$ cat config.mk
export PLATFORM = sky130hd
export DESIGN_NAME = word_collector_flat
export DESIGN_NICKNAME = d
export VERILOG_FILES = /design/src/rtl/word_collector_if.sv /design/src/rtl/word_collector.sv /design/src/flat_wrapper.sv
export SDC_FILE = /design/constraint.sdc
export NUM_CORES = 1
export LEC_CHECK = 0
export ABC_AREA = 1
export BUFFER_PORTS_ARGS = -buffer_cell sky130_fd_sc_hd__buf_4
export CAP_MARGIN = 20
export CORE_AREA = 2 2 60 62
export DETAILED_ROUTE_END_ITERATION = 10
export DIE_AREA = 0 0 62 64
export GPL_ROUTABILITY_DRIVEN = 1
export GPL_TIMING_DRIVEN = 1
export PLACE_DENSITY = 0.68
export SYNTH_ARGS = -nofsm -noshare
export SYNTH_HDL_FRONTEND = slang
export SYNTH_SLANG_ARGS = --single-unit
$ cat constraint.sdc
create_clock -name i_clk -period 1.1 [get_ports i_clk]
set_clock_uncertainty 0.05 [all_clocks]
set_input_delay 0.11 -clock i_clk [delete_from_list [all_inputs] [get_ports i_clk]]
set_output_delay 0.11 -clock i_clk [all_outputs]
set_load 0.005 [all_outputs]
$ cat src/rtl/word_collector_if.sv
// Part/word handshake bundle for word_collector: upstream narrow parts in,
// assembled wide word out. "slave" is the collector's view, "master" the surroundings'.
interface word_collector_if #(
   parameter int PART_WIDTH = 8,
   parameter int NUM_PARTS  = 4
);
   logic [PART_WIDTH-1:0]           i_part;
   logic                            i_part_valid;
   logic                            o_part_ready;
   logic [PART_WIDTH*NUM_PARTS-1:0] o_word;
   logic                            o_word_valid;
   logic                            i_word_ready;

   modport slave (
      input  i_part,
      input  i_part_valid,
      output o_part_ready,
      output o_word,
      output o_word_valid,
      input  i_word_ready
   );

   modport master (
      output i_part,
      output i_part_valid,
      input  o_part_ready,
      input  o_word,
      input  o_word_valid,
      output i_word_ready
   );
endinterface

$ cat src/rtl/word_collector.sv
// Collects NUM_PARTS narrow parts (part 0 in the LSBs) into one wide word and holds it
// until downstream takes it. Define WORD_COLLECTOR_FRAME_CNT_EN to add o_frame_cnt.
module word_collector #(
   parameter int PART_WIDTH = 8,
   parameter int NUM_PARTS  = 4
) (
   input  logic         i_clk,
   input  logic         reset,
   word_collector_if.slave bus
`ifdef WORD_COLLECTOR_FRAME_CNT_EN
   ,
   output logic [15:0]  o_frame_cnt
`endif
);

   localparam int CNT_W = $clog2(NUM_PARTS);
   localparam logic [CNT_W-1:0] LAST_IDX = CNT_W'(NUM_PARTS - 1);

   typedef enum logic {
      COLLECT = 1'b0,
      HOLD    = 1'b1
   } state_t;

   state_t           state_reg;
   state_t           state_next;
   logic [CNT_W-1:0] idx_reg;
   logic [CNT_W-1:0] idx_next;
   logic             accept;
   logic             handshake;

   logic [PART_WIDTH-1:0] part_reg [NUM_PARTS];

   always_ff @(posedge i_clk) begin
      if (reset) begin
         state_reg <= COLLECT;
         idx_reg   <= '0;
      end else begin
         state_reg <= state_next;
         idx_reg   <= idx_next;
      end
   end

   always_comb begin
      state_next = state_reg;
      idx_next   = idx_reg;
      accept     = 1'b0;
      handshake  = 1'b0;
      case (state_reg)
         COLLECT: begin
            if (bus.i_part_valid) begin
               accept = 1'b1;
               if (idx_reg == LAST_IDX) begin
                  idx_next   = '0;
                  state_next = HOLD;
               end else begin
                  idx_next = idx_reg + CNT_W'(1);
               end
            end
         end
         HOLD: begin
            // The handshake cycle never accepts a part: one bubble per word.
            if (bus.i_word_ready) begin
               handshake  = 1'b1;
               state_next = COLLECT;
            end
         end
         default: state_next = COLLECT;
      endcase
   end

   // Reset forces COLLECT behaviour combinationally so the reset cycle itself
   // shows ready and never exposes a stale held word.
   assign bus.o_part_ready = (state_reg == COLLECT) || reset;
   assign bus.o_word_valid = (state_reg == HOLD) && !reset;

   // Each slot only loads on its own index; untouched slots keep the old word.
   generate
      for (genvar gi = 0; gi < NUM_PARTS; gi++) begin : g_slot
         always_ff @(posedge i_clk) begin
            if (reset) begin
               part_reg[gi] <= '0;
            end else if (accept && (idx_reg == CNT_W'(gi))) begin
               part_reg[gi] <= bus.i_part;
            end
         end
         assign bus.o_word[gi*PART_WIDTH +: PART_WIDTH] = part_reg[gi];
      end
   endgenerate

`ifdef WORD_COLLECTOR_FRAME_CNT_EN
   logic [15:0] frame_cnt_reg;

   always_ff @(posedge i_clk) begin
      if (reset) begin
         frame_cnt_reg <= '0;
      end else if (handshake) begin
         frame_cnt_reg <= frame_cnt_reg + 16'd1;
      end
   end

   assign o_frame_cnt = frame_cnt_reg;
`endif

endmodule

$ cat src/flat_wrapper.sv
// flat-port wrapper written by rule: the top's interface ports become plain ports
module word_collector_flat 
#(
   parameter int PART_WIDTH = 8,
   parameter int NUM_PARTS  = 4
)
  (i_clk, reset, bus_i_part, bus_i_part_valid, bus_o_part_ready, bus_o_word, bus_o_word_valid, bus_i_word_ready);
  word_collector_if #(.PART_WIDTH(PART_WIDTH), .NUM_PARTS(NUM_PARTS)) bus_i ();
  input  logic i_clk;
  input  logic reset;
  input wire logic [$bits(bus_i.i_part)-1:0] bus_i_part;
  input wire logic [$bits(bus_i.i_part_valid)-1:0] bus_i_part_valid;
  output wire logic [$bits(bus_i.o_part_ready)-1:0] bus_o_part_ready;
  output wire logic [$bits(bus_i.o_word)-1:0] bus_o_word;
  output wire logic [$bits(bus_i.o_word_valid)-1:0] bus_o_word_valid;
  input wire logic [$bits(bus_i.i_word_ready)-1:0] bus_i_word_ready;
  assign bus_i.i_part = bus_i_part;
  assign bus_i.i_part_valid = bus_i_part_valid;
  assign bus_o_part_ready = bus_i.o_part_ready;
  assign bus_o_word = bus_i.o_word;
  assign bus_o_word_valid = bus_i.o_word_valid;
  assign bus_i.i_word_ready = bus_i_word_ready;
  word_collector #(.PART_WIDTH(PART_WIDTH), .NUM_PARTS(NUM_PARTS)) u_core (.i_clk(i_clk), .reset(reset), .bus(bus_i));
endmodule
Word level (Yosys, flattened, before mapping). Memories as Yosys holds them, arrays and structs flattened. Index checks and enable logic that the tools add are counted.

Register bits after elaboration: 3. Bits in latches: 0. RAM bits: 32. Memory bits (read-only): 0. Input port bits: 12. Output and inout bits: 34. Logic and storage cells: 46. Memories: 1.

Memory list: u_core.part_reg (depth 4, width 8, rd ports 4, clocked after Yosys merged registers in 0, write ports 4, line word_collector.sv:31) `logic [PART_WIDTH-1:0] part_reg [NUM_PARTS];`.

Add/subtract/negate cells: 1. Multipliers: 0. Divide/modulo/power cells: 0. Magnitude comparators: 0. Equality and inequality tests: 3. Shifts and indexed selects: 0. Muxes and demuxes: 25. Bitwise gates (word level): 5. Reductions and logical operators: 9.

Operator list (number): 8-bit two-way mux (4); 1-bit two-way mux (19); 1-bit logical AND (5); 2-bit == test, second input constant (2); 1-bit bitwise OR (4); 2-bit by 1-bit adder with 2-bit output, second input constant (1); 2-bit by 1-bit == test with 1-bit output, second input constant (1); 2-bit logical NOT (1); 2-bit two-way mux (1); 1-bit one-hot mux with 2 select lines (1); 2-bit AND reduction (1); 1-bit logical NOT (1); 1-bit logical OR (1); 1-bit NOT (1).

Longest topological paths before layout.
Word-level depth: 7. Mapped depth: 6. Depth with buffers taken out: 6.

Worst setup path before layout. OpenSTA, ideal clock, no wires.

Kind: flip-flop to flip-flop. Start point: register u_core.idx_reg[0]. End point: memory u_core.part_reg[2][0], in the netlist u_core.part_reg[1][0], enable pin. Library setup time: 330 ps. Arrival time: 831 ps. Data required time: 720 ps. Slack: -110 ps. Cell stages (with the launch flop): 5. Path buffers: 0. Clock period less this slack: 1210 ps. Cells stage by stage: dfxtp_1 > inv_1 > ha_1 > nand2_1 > nand2_1.

RTL lines: start: declaration (line word_collector.sv:26) `logic [CNT_W-1:0] idx_reg;`; start signal: assignment (line word_collector.sv:39) `idx_reg <= idx_next;`; end: declaration (line word_collector.sv:31).

==> flow_summary.toml <==
[sta]
tns_ns = -5.30
max_freq_ghz = 0.817
rsz0062_at_grt = "yes"
timing.hold.ws_ns = -0.0101
period_minus_slack_ns = 1.22
hold_violations = 1
setup_viol_count_final = 63
fin_ws_ns = -0.124
fin_crit_sh = 1.11
worstMarginPinSlew_ns = 0.228
relSlewSlack = 0.848
drv_slew = 0

[drt]
ant_nets = 0
drt_iter0_markers = 40
dr.pass1.iters = 4
dr_total_vias = 1019
drc = 0
routed_wl_um = 3010
wl_per_cell_um = 13.6
vias_per_cell = 4.61

[synth]
synth_compound_area_frac = 0
synth-adder-area-share = 0.0360
ys_seq_area_frac = 0.734
avgSynthCellArea_um2 = 12.4
ys_seq_elements = 35
synthSimpleGateAreaFrac = 0.186
synthMuxAreaShare = 0
synth_xor_area_frac = 0
synth_cell_types = 11
ys_warn_count = 0
netlist_instances = 112
synth_top_family_by_area = "simple AND/OR/NAND/NOR gates"
synth_fp_nets = 128
syn_area_um2 = 1390

[global_routing]
grt_start_max_net_pins = 12
grt_pass1_wl_um = 4220
grt_pass1_vias = 978
antenna_found_initial = 0
overflow = 0
grtUsageTotal = 0.149

[worst_setup_path]
slowest_delay_ns = 0.35
worstSetupStartpointType = "flop"
crit_chain = "inv_1 -> ha_1 -> nand2_2 -> nand2_4"
crit_type = "flop to flop"
ff2ff_setup_slack_ns = -0.12
worstSetupEndpointType = "flop"
r2r_end = "u_core.part_reg[0][14]"
reg2reg_depth = 4
r2r-start = "u_core.idx_reg[1]"
crit_required_ns = 1.10
crit_path_top_delay_cell = "dfxtp_2"
crit_arrival_ns = 1.22
path_max_fanout = 8

[cts]
cts_max_level = 2
clkTransAtPathRegs_ns = 0.11
clock_path_buffers = 2
clock-root-buffer = "clkbuf_4"
cts_tree = "yes"
clock_sinks = 35
numCtsBuffers = 5
cts_hold_buffers = 1
insertion_delay_ns = 0.34

[placement]
place_ws_ns = -0.0965
port_buffers = 45
placed_area_um2 = 1840
place_congestion = 0.853
dp_hpwl_um = 2110

[floorplan]
io_pins = 46
core_area_um2 = 3280
rows = 21
initial_utilization = 0.423
die_area_um2 = 3970
die_width_um = 62
die_h_um = 64

[pwr]
pwr_density_cell_nw_per_um2 = 1260
p_clk_frac = 0.248
combPwrFrac = 0.156
peakVddDrop_mv = 0.691
intPower_uw = 1980
netSwitchingFraction = 0.249
switchingPower_uw = 658
seq_power_share = 0.596
leakage_uw = 0.000914

[cells_and_area]
drive_gt1_frac = 0.549
final_cell_mix = "47 x buf_4, 32 x edfxtp_1, 24 x nor2_1"
syn_to_final_growth_pct = 50.7
fillerInstances = 264
largest_reg_flops = 32
final_area_um2 = 2090
antenna_cells = 0
mostFrequentLayoutCell = "buf_4"
nets = 190

[worst_hold_path]
hold_class = "input port to flop"
whs_endpoint = "u_core.state_reg"
hold_depth = 4
hp-start = "reset"

[run]
maxCapViolations = 0

[outcome]
status = "finished with violations"
violations = "negative hold slack, negative setup slack"
## layer usage
metal,wire [um],vias up,global-route usage
li1,-,489,-
met1,1110,477,0.147
met2,1630,43,0.268
met3,180,10,0.0567
met4,83,0,0.0585
met5,0,-,0
## what timing repair did
| action | 4_1_cts | 5_1_grt |
|---|---|---|
| buffers inserted | 1 | 4 |
| pin swaps | 5 | 4 |
| hold endpoints to repair | 1 | 1 |
| gates resized for setup | 10 | 24 |
| setup endpoints to repair | 61 | 69 |
| cloned | 0 | 2 |
## critical path, delay by kind of cell (launching register included)
kind                     cells  cell delay [ns]
AND/OR/NAND/NOR              2             0.21
buffers and inverters        1             0.10
adder cells (fa/ha/maj)      1             0.21
flip-flops                   1             0.35
## power groups by stage
stage          combinational [uW]  clock, uW  sequential [uW]
2_1_floorplan                 127          0             1610
3_3_place_gp                  325          0             1600
3_5_place_dp                  333          0             1610
4_1_cts                       353        658             1580
5_1_grt                       447        731             1580
6_report                      412        653             1570
## synthesized netlist by cell type
cell type / n / area [um^2]
nor2_1: 36 / 135
nand3_2: 4 / 40.0
nor2_8: 1 / 20.0
inv_1: 14 / 52.6
nand3_1: 3 / 15.0
edfxtp_1: 32 / 961
nand2_1: 13 / 48.8
inv_2: 1 / 3.75
clkinv_1: 1 / 3.75
dfxtp_1: 3 / 60.1
ha_1: 4 / 50.1
## layout make-up
type	instances	area [um^2]	share of cell area
inverters	16	62.6	0.0299
clock buffers	5	37.5	0.0179
well taps	46	57.6	0.0275
multi-input cells	63	455	0.217
flip-flops and latches	35	1030	0.492
repair buffers	53	437	0.208
clock inverters	3	15.0	0.00717
## metrics by stage
stage                     utilization  power (uW)  hold slack, ns  cells
after floorplan                     -        1740           0.209    112
after global placement          0.560        1930           0.305    205
after detailed placement        0.560        1940           0.311    205
after CTS                       0.594        2590         -0.0247    215
after global routing            0.638        2760        -0.00304    221
final                           0.638        2640         -0.0101    221
## cells by family after synthesis
kind of cell	after synthesis
flops	35
buf+inv	16
fa+ha+maj	4
simple gates	57
## worst max-delay path by stage
stage,from,depth (start not counted),slack (ns),end
after floorplan,u_core.idx_reg[0],3,-0.01,u_core.part_reg[1][10]
after global placement,u_core.idx_reg[0],3,-0.05,u_core.part_reg[1][15]
after detailed placement,u_core.idx_reg[0],3,-0.1,u_core.part_reg[1][13]
after CTS,u_core.state_reg,4,-0.11,bus_o_part_ready
after global routing,u_core.idx_reg[0],3,-0.18,u_core.part_reg[1][13]
final,u_core.idx_reg[1],4,-0.12,u_core.part_reg[0][14]
(Power assumes the default switching activity.)
